**config.mk**
```make
export PLATFORM = sky130hd
export DESIGN_NAME = l1_mem_arbiter
export DESIGN_NICKNAME = d
export VERILOG_FILES = /design/src/rtl/l1_mem_pkg.sv /design/src/rtl/l1_mem_arbiter.sv
export SDC_FILE = /design/constraint.sdc
export NUM_CORES = 1
export LEC_CHECK = 0
export CAP_MARGIN = 20
export CORE_AREA = 10 10 108 110
export CTS_CLUSTER_SIZE = 12
export DETAILED_ROUTE_END_ITERATION = 12
export DIE_AREA = 0 0 118 120
export GPL_TIMING_DRIVEN = 0
export PLACE_DENSITY = 0.67
export SYNTH_ARGS = -nofsm -noshare
export SYNTH_HDL_FRONTEND = slang
export SYNTH_SLANG_ARGS = --single-unit
export TNS_END_PERCENT = 100
```
**constraint.sdc**
```tcl
create_clock -name clk -period 1.75 [get_ports clk]
set_input_delay 0.2625 -clock clk [delete_from_list [all_inputs] [get_ports clk]]
set_output_delay 0.2625 -clock clk [all_outputs]
set_load 0.02 [all_outputs]
```
**src/rtl/l1_mem_pkg.sv**
```systemverilog
`default_nettype none
// ============================================================================
// Module   : l1_mem_pkg
// Purpose  : Shared types and round-robin pick for the L1 memory arbiter.
// Revision : 1.0
// ============================================================================
package l1_mem_pkg;

  typedef enum logic [0:0] {
    IDLE = 1'b0,
    BUSY = 1'b1
  } arb_state_e;

  typedef logic [0:0] port_idx_t;

  localparam int unsigned NUM_PORTS = 2;

  // Two-way round robin: a lone requester wins; a tie goes to the port that was not served last.
  function automatic port_idx_t rr_pick(input logic [NUM_PORTS-1:0] req, input port_idx_t last);
    if (req == 2'b11) begin
      return ~last;
    end else if (req[1]) begin
      return 1'b1;
    end else begin
      return 1'b0;
    end
  endfunction

endpackage
`default_nettype wire

```
**src/rtl/l1_mem_arbiter.sv**
```systemverilog
`default_nettype none
// ============================================================================
// Module   : l1_mem_arbiter
// Purpose  : Shares one memory port between I-cache (m0) and D-cache (m1),
//            granting whole bursts atomically, round-robin between bursts.
// Revision : 1.0
// ============================================================================
module l1_mem_arbiter
  import l1_mem_pkg::*;
#(
  parameter int ADDR_WIDTH = 32,
  parameter int DATA_WIDTH = 32,
  parameter int BURST_LEN  = 4
) (
  input  logic                  clk,
  input  logic                  rst,
  input  logic                  m0_req,
  input  logic                  m0_we,
  input  logic [ADDR_WIDTH-1:0] m0_addr,
  input  logic [DATA_WIDTH-1:0] m0_wdata,
  output logic [DATA_WIDTH-1:0] m0_rdata,
  output logic                  m0_ready,
  input  logic                  m1_req,
  input  logic                  m1_we,
  input  logic [ADDR_WIDTH-1:0] m1_addr,
  input  logic [DATA_WIDTH-1:0] m1_wdata,
  output logic [DATA_WIDTH-1:0] m1_rdata,
  output logic                  m1_ready,
  output logic                  mem_req,
  output logic                  mem_we,
  output logic [ADDR_WIDTH-1:0] mem_addr,
  output logic [DATA_WIDTH-1:0] mem_wdata,
  input  logic [DATA_WIDTH-1:0] mem_rdata,
  input  logic                  mem_ready,
  output logic [1:0]            gnt
);

  localparam int               CNT_W     = (BURST_LEN > 1) ? $clog2(BURST_LEN) : 1;
  localparam logic [CNT_W-1:0] LAST_BEAT = CNT_W'(BURST_LEN - 1);

  arb_state_e       state_q, state_d;
  port_idx_t        owner_q, owner_d;
  port_idx_t        last_q, last_d;
  logic [CNT_W-1:0] beat_cnt_q, beat_cnt_d;

  logic busy;
  logic owner_req;
  logic owner_we;

  assign busy      = (state_q == BUSY);
  assign owner_req = owner_q[0] ? m1_req : m0_req;
  assign owner_we  = owner_q[0] ? m1_we  : m0_we;

  // Address/data mux is left open in IDLE; owner resets to m0 so it stays defined.
  assign mem_req   = busy & owner_req;
  assign mem_we    = busy & owner_we;
  assign mem_addr  = owner_q[0] ? m1_addr  : m0_addr;
  assign mem_wdata = owner_q[0] ? m1_wdata : m0_wdata;

  assign m0_ready  = busy & ~owner_q[0] & mem_ready;
  assign m1_ready  = busy &  owner_q[0] & mem_ready;
  assign m0_rdata  = mem_rdata;
  assign m1_rdata  = mem_rdata;

  assign gnt       = busy ? (owner_q[0] ? 2'b10 : 2'b01) : 2'b00;

  always_comb begin
    state_d    = state_q;
    owner_d    = owner_q;
    last_d     = last_q;
    beat_cnt_d = beat_cnt_q;
    case (state_q)
      IDLE: begin
        if (m0_req || m1_req) begin
          state_d    = BUSY;
          owner_d    = rr_pick({m1_req, m0_req}, last_q);
          beat_cnt_d = '0;
        end
      end
      BUSY: begin
        // A dropped request aborts the burst; writes are always single-beat.
        if (!owner_req || (mem_ready && (owner_we || beat_cnt_q == LAST_BEAT))) begin
          state_d    = IDLE;
          last_d     = owner_q;
          beat_cnt_d = '0;
        end else if (mem_ready) begin
          beat_cnt_d = beat_cnt_q + 1'b1;
        end
      end
      default: begin
        state_d = IDLE;
      end
    endcase
  end

  always_ff @(posedge clk) begin
    if (rst) begin
      state_q    <= IDLE;
      owner_q    <= 1'b0;
      last_q     <= 1'b1;
      beat_cnt_q <= '0;
    end else begin
      state_q    <= state_d;
      owner_q    <= owner_d;
      last_q     <= last_d;
      beat_cnt_q <= beat_cnt_d;
    end
  end

endmodule
`default_nettype wire

```
# --- Yosys cells after proc, flatten, opt, wreduce, memory -nomap -nowiden ---
# Cells that the tools add are included.
# W data, S select, Z words.
word_totals:
  regBits: 5
  latch_bits: 0
  ramBits: 0
  mem_bits_ro: 0
  in_bits: 167
  output_inout_bits: 134
  word_cells: 41
  n_memories: 0
op_classes:
  addsub: 1
  mul: 0
  div_mod_pow: 0
  order_cmp: 0
  eq_ne: 4
  shifts: 0
  muxes: 15
  n_bitwise: 9
  n_reduce_logical: 8
ops:
  columns: ["op", "n"]
  rows:
  - ["$mux W32", 2]
  - ["$mux W2", 5]
  - ["$and A1 B1 Y1", 6]
  - ["$mux W1", 6]
  - ["$reduce_and A2 Y1", 3]
  - ["$eq A2 B2 Y1 const B", 2]
  - ["$pmux W2 S2", 1]
  - ["$logic_or A1 B1 Y1", 3]
  - ["$ne A3 B2 Y1 const B", 1]
  - ["$not A1 Y1", 3]
  - ["$add A2 B1 Y2 const B", 1]
  - ["$ne A2 B2 Y1 const B", 1]
  - ["$pmux W1 S2", 1]
  - ["$logic_and A1 B1 Y1", 1]
  - ["$logic_not A1 Y1", 1]

# --- Logic depth before layout (Yosys ltp) ---
# Gate-level depths: netlist of run 1.
depth:
  word_depth: 6
  depth_mapped: 5
  mapped_depth_nobuf: 4

# --- Least setup slack after synthesis of run 1 ---
# No wires, ideal clock.
synth_path:
  path_kind: "reg-to-output"
  start: "register owner_q"
  end: "output port mem_addr[0]"
  arrival_ns: 1.080
  t_required_ns: 1.487
  path_slack_ns: 0.407
  path_stages_with_launch: 4
  path_cell_list: "dfxtp_1 buf_4 buf_2 mux2_2"
synth_between:
  elab_chain_cells: 1
synth_rtl:
  columns: ["element", "line", "text"]
  rows:
  - ["start, declared", "l1_mem_arbiter.sv:42", "port_idx_t owner_q, owner_d;"]
  - ["start signal, assigned", "l1_mem_arbiter.sv:104", "owner_q <= owner_d;"]
  - ["$mux W32", "l1_mem_arbiter.sv:57", "assign mem_addr = owner_q[0] ? m1_addr : m0_addr;"]
  - ["end, declared", "l1_mem_arbiter.sv:31", "output logic [ADDR_WIDTH-1:0] mem_addr,"]
# Every way passes these cells.

# --- Final worst setup path of run 1 ---
layout_path:
  start: "register owner_q"
  end: "output port mem_wdata[11]"
layout_between:
  elab_chain_cells: 1
layout_rtl:
  columns: ["element", "line", "text"]
  rows:
  - ["$mux W32", "l1_mem_arbiter.sv:58", "assign mem_wdata = owner_q[0] ? m1_wdata : m0_wdata;"]
  - ["end, declared", "l1_mem_arbiter.sv:32", "output logic [DATA_WIDTH-1:0] mem_wdata,"]
# Every way passes these cells.

==> flow_metrics.py, run 1 <==
metrics = {
    "cts": {
        "path_clk_slew_ns": 0.04,
        "clock-sinks": 5,
        "clk_latency_ns": 0.23,
        "htreeDepth": 1,
        "cts_made_buffers": 3,
        "cts_tree": "yes",
        "root_buffer": "clkbuf_8",
        "cts_buffer_depth": 2,
    },
    "global_route": {
        "overflow": 0,
        "grt_pass1_vias": 2390,
        "grt_max_degree": 14,
        "track_usage_pct": 13.95,
        "antenna_found_initial": 0,
        "grt_pass1_wl_um": 15760,
    },
    "power": {
        "p_per_area_mw_per_mm2": 391.4,
        "vdd.ir_drop.worst_mv": 0.2447,
        "power.leakage_nw": 1.856,
    },
    "place": {
        "place.port_buffers": 268,
        "dpl.hpwl_um": 9881,
        "gp_congestion": 0.7718,
        "place_ws_ns": -0.2635,
    },
    "finish": {
        "diodes": 0,
        "nNetsFinal": 620,
        "drive_gt1_share_pct": 46.56,
        "nFillCells": 978,
        "area_growth_pct": 175.8,
    },
    "sta": {
        "fin_crit_sh_pct": 97.73,
        "drv_slew": 0,
        "timing.final.crit_period_ns": 1.710,
        "hold_viol": 0,
        "skew_ns": 0.004104,
        "slew_headroom_pct": 76.79,
        "worst_pin_slew_ns": 0.3477,
        "timing.fmax_mhz": 584.7,
        "finalSetupViolCount": 0,
        "fin_tns_setup_ns": 0,
        "fin_ws_ns": 0.03966,
    },
    "logic_synthesis": {
        "netlist_area_sq_mm": 0.001564,
        "syn_area_per_cell_sq_um": 8.886,
        "synth_top_area_share_pct": 46.08,
        "synth-seq-cells": 5,
        "synth_area_leaders": "mux2_2, buf_4, dfxtp_1",
        "ys_types": 24,
        "synth_top_area_cell": "mux2_2",
        "synth_nets": 344,
        "synth_cells": 176,
        "ys_seq_area_share_pct": 6.400,
        "ys_warn_count": 0,
    },
    "detailed_routing": {
        "first_pass_iters": 4,
        "vias_per_cell": 3.863,
        "drc_errors": 0,
        "drtAntennaViolNets": 0,
        "wire_per_inst_um": 18.65,
        "drt_iter0_markers": 72,
        "vias": 2256,
        "wirelength_um": 10890,
    },
    "worst_setup_path": {
        "worstPathRequired_ns": 1.49,
        "worstSetupPathType": "reg -> out",
        "cp.arrival_ns": 1.45,
        "cp-start-kind": "register",
        "setup.worst_path.end_class": "output port",
        "worstPathMaxFanout": 10,
    },
    "die": {
        "num_rows": 36,
        "coreArea_sq_mm": 0.009549,
        "io-pin-count": 301,
        "chipHeight_um": 120,
        "die_x_um": 118,
        "die-area_sq_mm": 0.01416,
        "floorplan.initialDensity_pct": 16.38,
    },
    "job": {
        "drv_cap": 0,
    },
    "hold_path": {
        "min_path_type": "reg -> reg",
    },
    "status": {
        "status": "finished, final reports clean",
    },
}
## area by class of cell
| class | instances | area, sq um | share of cell area [%] |
|---|---|---|---|
| inverters | 1 | 3.754 | 0.08703 |
| clock buffers | 4 | 45.04 | 1.044 |
| multi-input cells | 97 | 945.9 | 21.93 |
| repair buffers | 272 | 2441 | 56.60 |
| well taps | 133 | 166.4 | 3.858 |
| flip-flops and latches | 5 | 103.9 | 2.408 |
| plain buffers | 72 | 606.8 | 14.07 |
## power by group
part           leakage (nW)  switching, mW  internal (mW)
clock network        0.0228         0.0607          0.157
registers            0.0417         0.0103          0.122
logic                  1.79          0.558          0.780
total                  1.86          0.629           1.06
## layer usage
| layer | track usage [%] | vias up | part of all wire (%) |
|---|---|---|---|
| met2 | 26.79 | 148 | 54 |
| met1 | 14.05 | 1009 | 35 |
| li1 | - | 1095 | - |
| met3 | 5.720 | 4 | 10 |
| met5 | 0 | - | 0 |
| met4 | 2.087 | 0 | 0.55 |
## timing repair
item / CTS / global route
gates cloned: 1 / 0
buffers inserted: 2 / 1
setup endpoints to repair: 70 / 29
hold buffers: 0 / 0
gates resized for setup: 280 / 17
## metrics by stage
stage               power (mW)  instance area (sq um)  util [%]  instances  hold slack [ns]
floorplan               0.7747                   1564         -        176           0.3316
global placement         1.546                   4413     46.21        577           0.4494
detailed placement       1.557                   4413     46.21        577           0.4746
CTS                      1.713                   4333     45.37        583           0.4863
global route             1.776                   4313     45.17        584           0.4992
finish                   1.688                   4313     45.17        584           0.4835
## cell usage in the layout (no fill, tap or decap)
cell type	synthesis	final
nor3_1	2	2
clkbuf_1	1	1
clkdlybuf4s50_1	0	198
nand3_1	1	1
buf_8	0	5
dfxtp_4	0	1
inv_1	1	1
o21ai_0	2	2
clkbuf_8	0	3
and3_1	1	1
ha_1	1	1
nand3b_1	1	1
nor2_1	4	4
buf_6	0	3
nor2b_1	5	5
nor3b_1	1	1
and2_1	1	1
buf_4	65	67
mux2i_4	0	1
nand2_1	4	4
dfxtp_1	5	4
o2bb2ai_1	2	2
buf_12	0	3
buf_2	7	57
a21oi_1	1	1
dlygate4sd2_1	0	6
o21ba_2	1	1
clkdlybuf4s15_2	0	5
mux2_2	64	64
a21o_1	1	1
mux2i_1	3	2
o21a_1	1	1
o32ai_1	1	1
## cell families (layout without fill, tap and decap cells)
group / Yosys count / count (layout) / synth area share (%)
buffers and inverters: 74 / 349 / 33.92
adders and majority gates: 1 / 1 / 0.7999
AOI/OAI and AO/OA: 9 / 9 / 4.240
and+or+nand+nor: 20 / 20 / 6.640
DFF: 5 / 5 / 6.400
muxes: 67 / 67 / 48.00
## worst max-delay path: stages (launching register included)
cell             delay, ns
dfxtp_4               0.35
buf_8                 0.13
buf_8                 0.14
mux2_2                0.33
clkdlybuf4s15_2       0.25
## sequential cells by signal (all words and copies together) (netlist names)
name,count
last_q,1
owner_q,1
busy,1
beat_cnt_q,2
## worst paths after layout
kind / startpoint / end / slack, ns / cells past startpoint
worst max-delay path: owner_q$_SDFFE_PP0P_ / mem_wdata[11] / 0.04 / 4
worst min-delay path: beat_cnt_q[1]$_SDFFE_PP0P_ / beat_cnt_q[1]$_SDFFE_PP0P_ / 0.48 / 1
worst max register to register: owner_q$_SDFFE_PP0P_ / beat_cnt_q[1]$_SDFFE_PP0P_ / 0.46 / 5
worst min register to register: beat_cnt_q[1]$_SDFFE_PP0P_ / beat_cnt_q[1]$_SDFFE_PP0P_ / 0.48 / 1
## cell usage after synthesis
library cell	n
mux2i_1	3
ha_1	1
nand2_1	4
o32ai_1	1
clkbuf_1	1
o2bb2ai_1	2
o21a_1	1
nand3_1	1
a21o_1	1
nor2b_1	5
o21ai_0	2
mux2_2	64
a21oi_1	1
o21ba_2	1
nor3_1	2
and2_1	1
nor2_1	4
nor3b_1	1
buf_2	7
dfxtp_1	5
inv_1	1
nand3b_1	1
and3_1	1
buf_4	65
(Power assumes the default switching activity.)
==> inputs of run 2 (changes only) <==
Settings changed: SLEW_MARGIN set to 20.
==> results of run 2 <==
Final layout, timing and power as in run 1 (identical DEF).
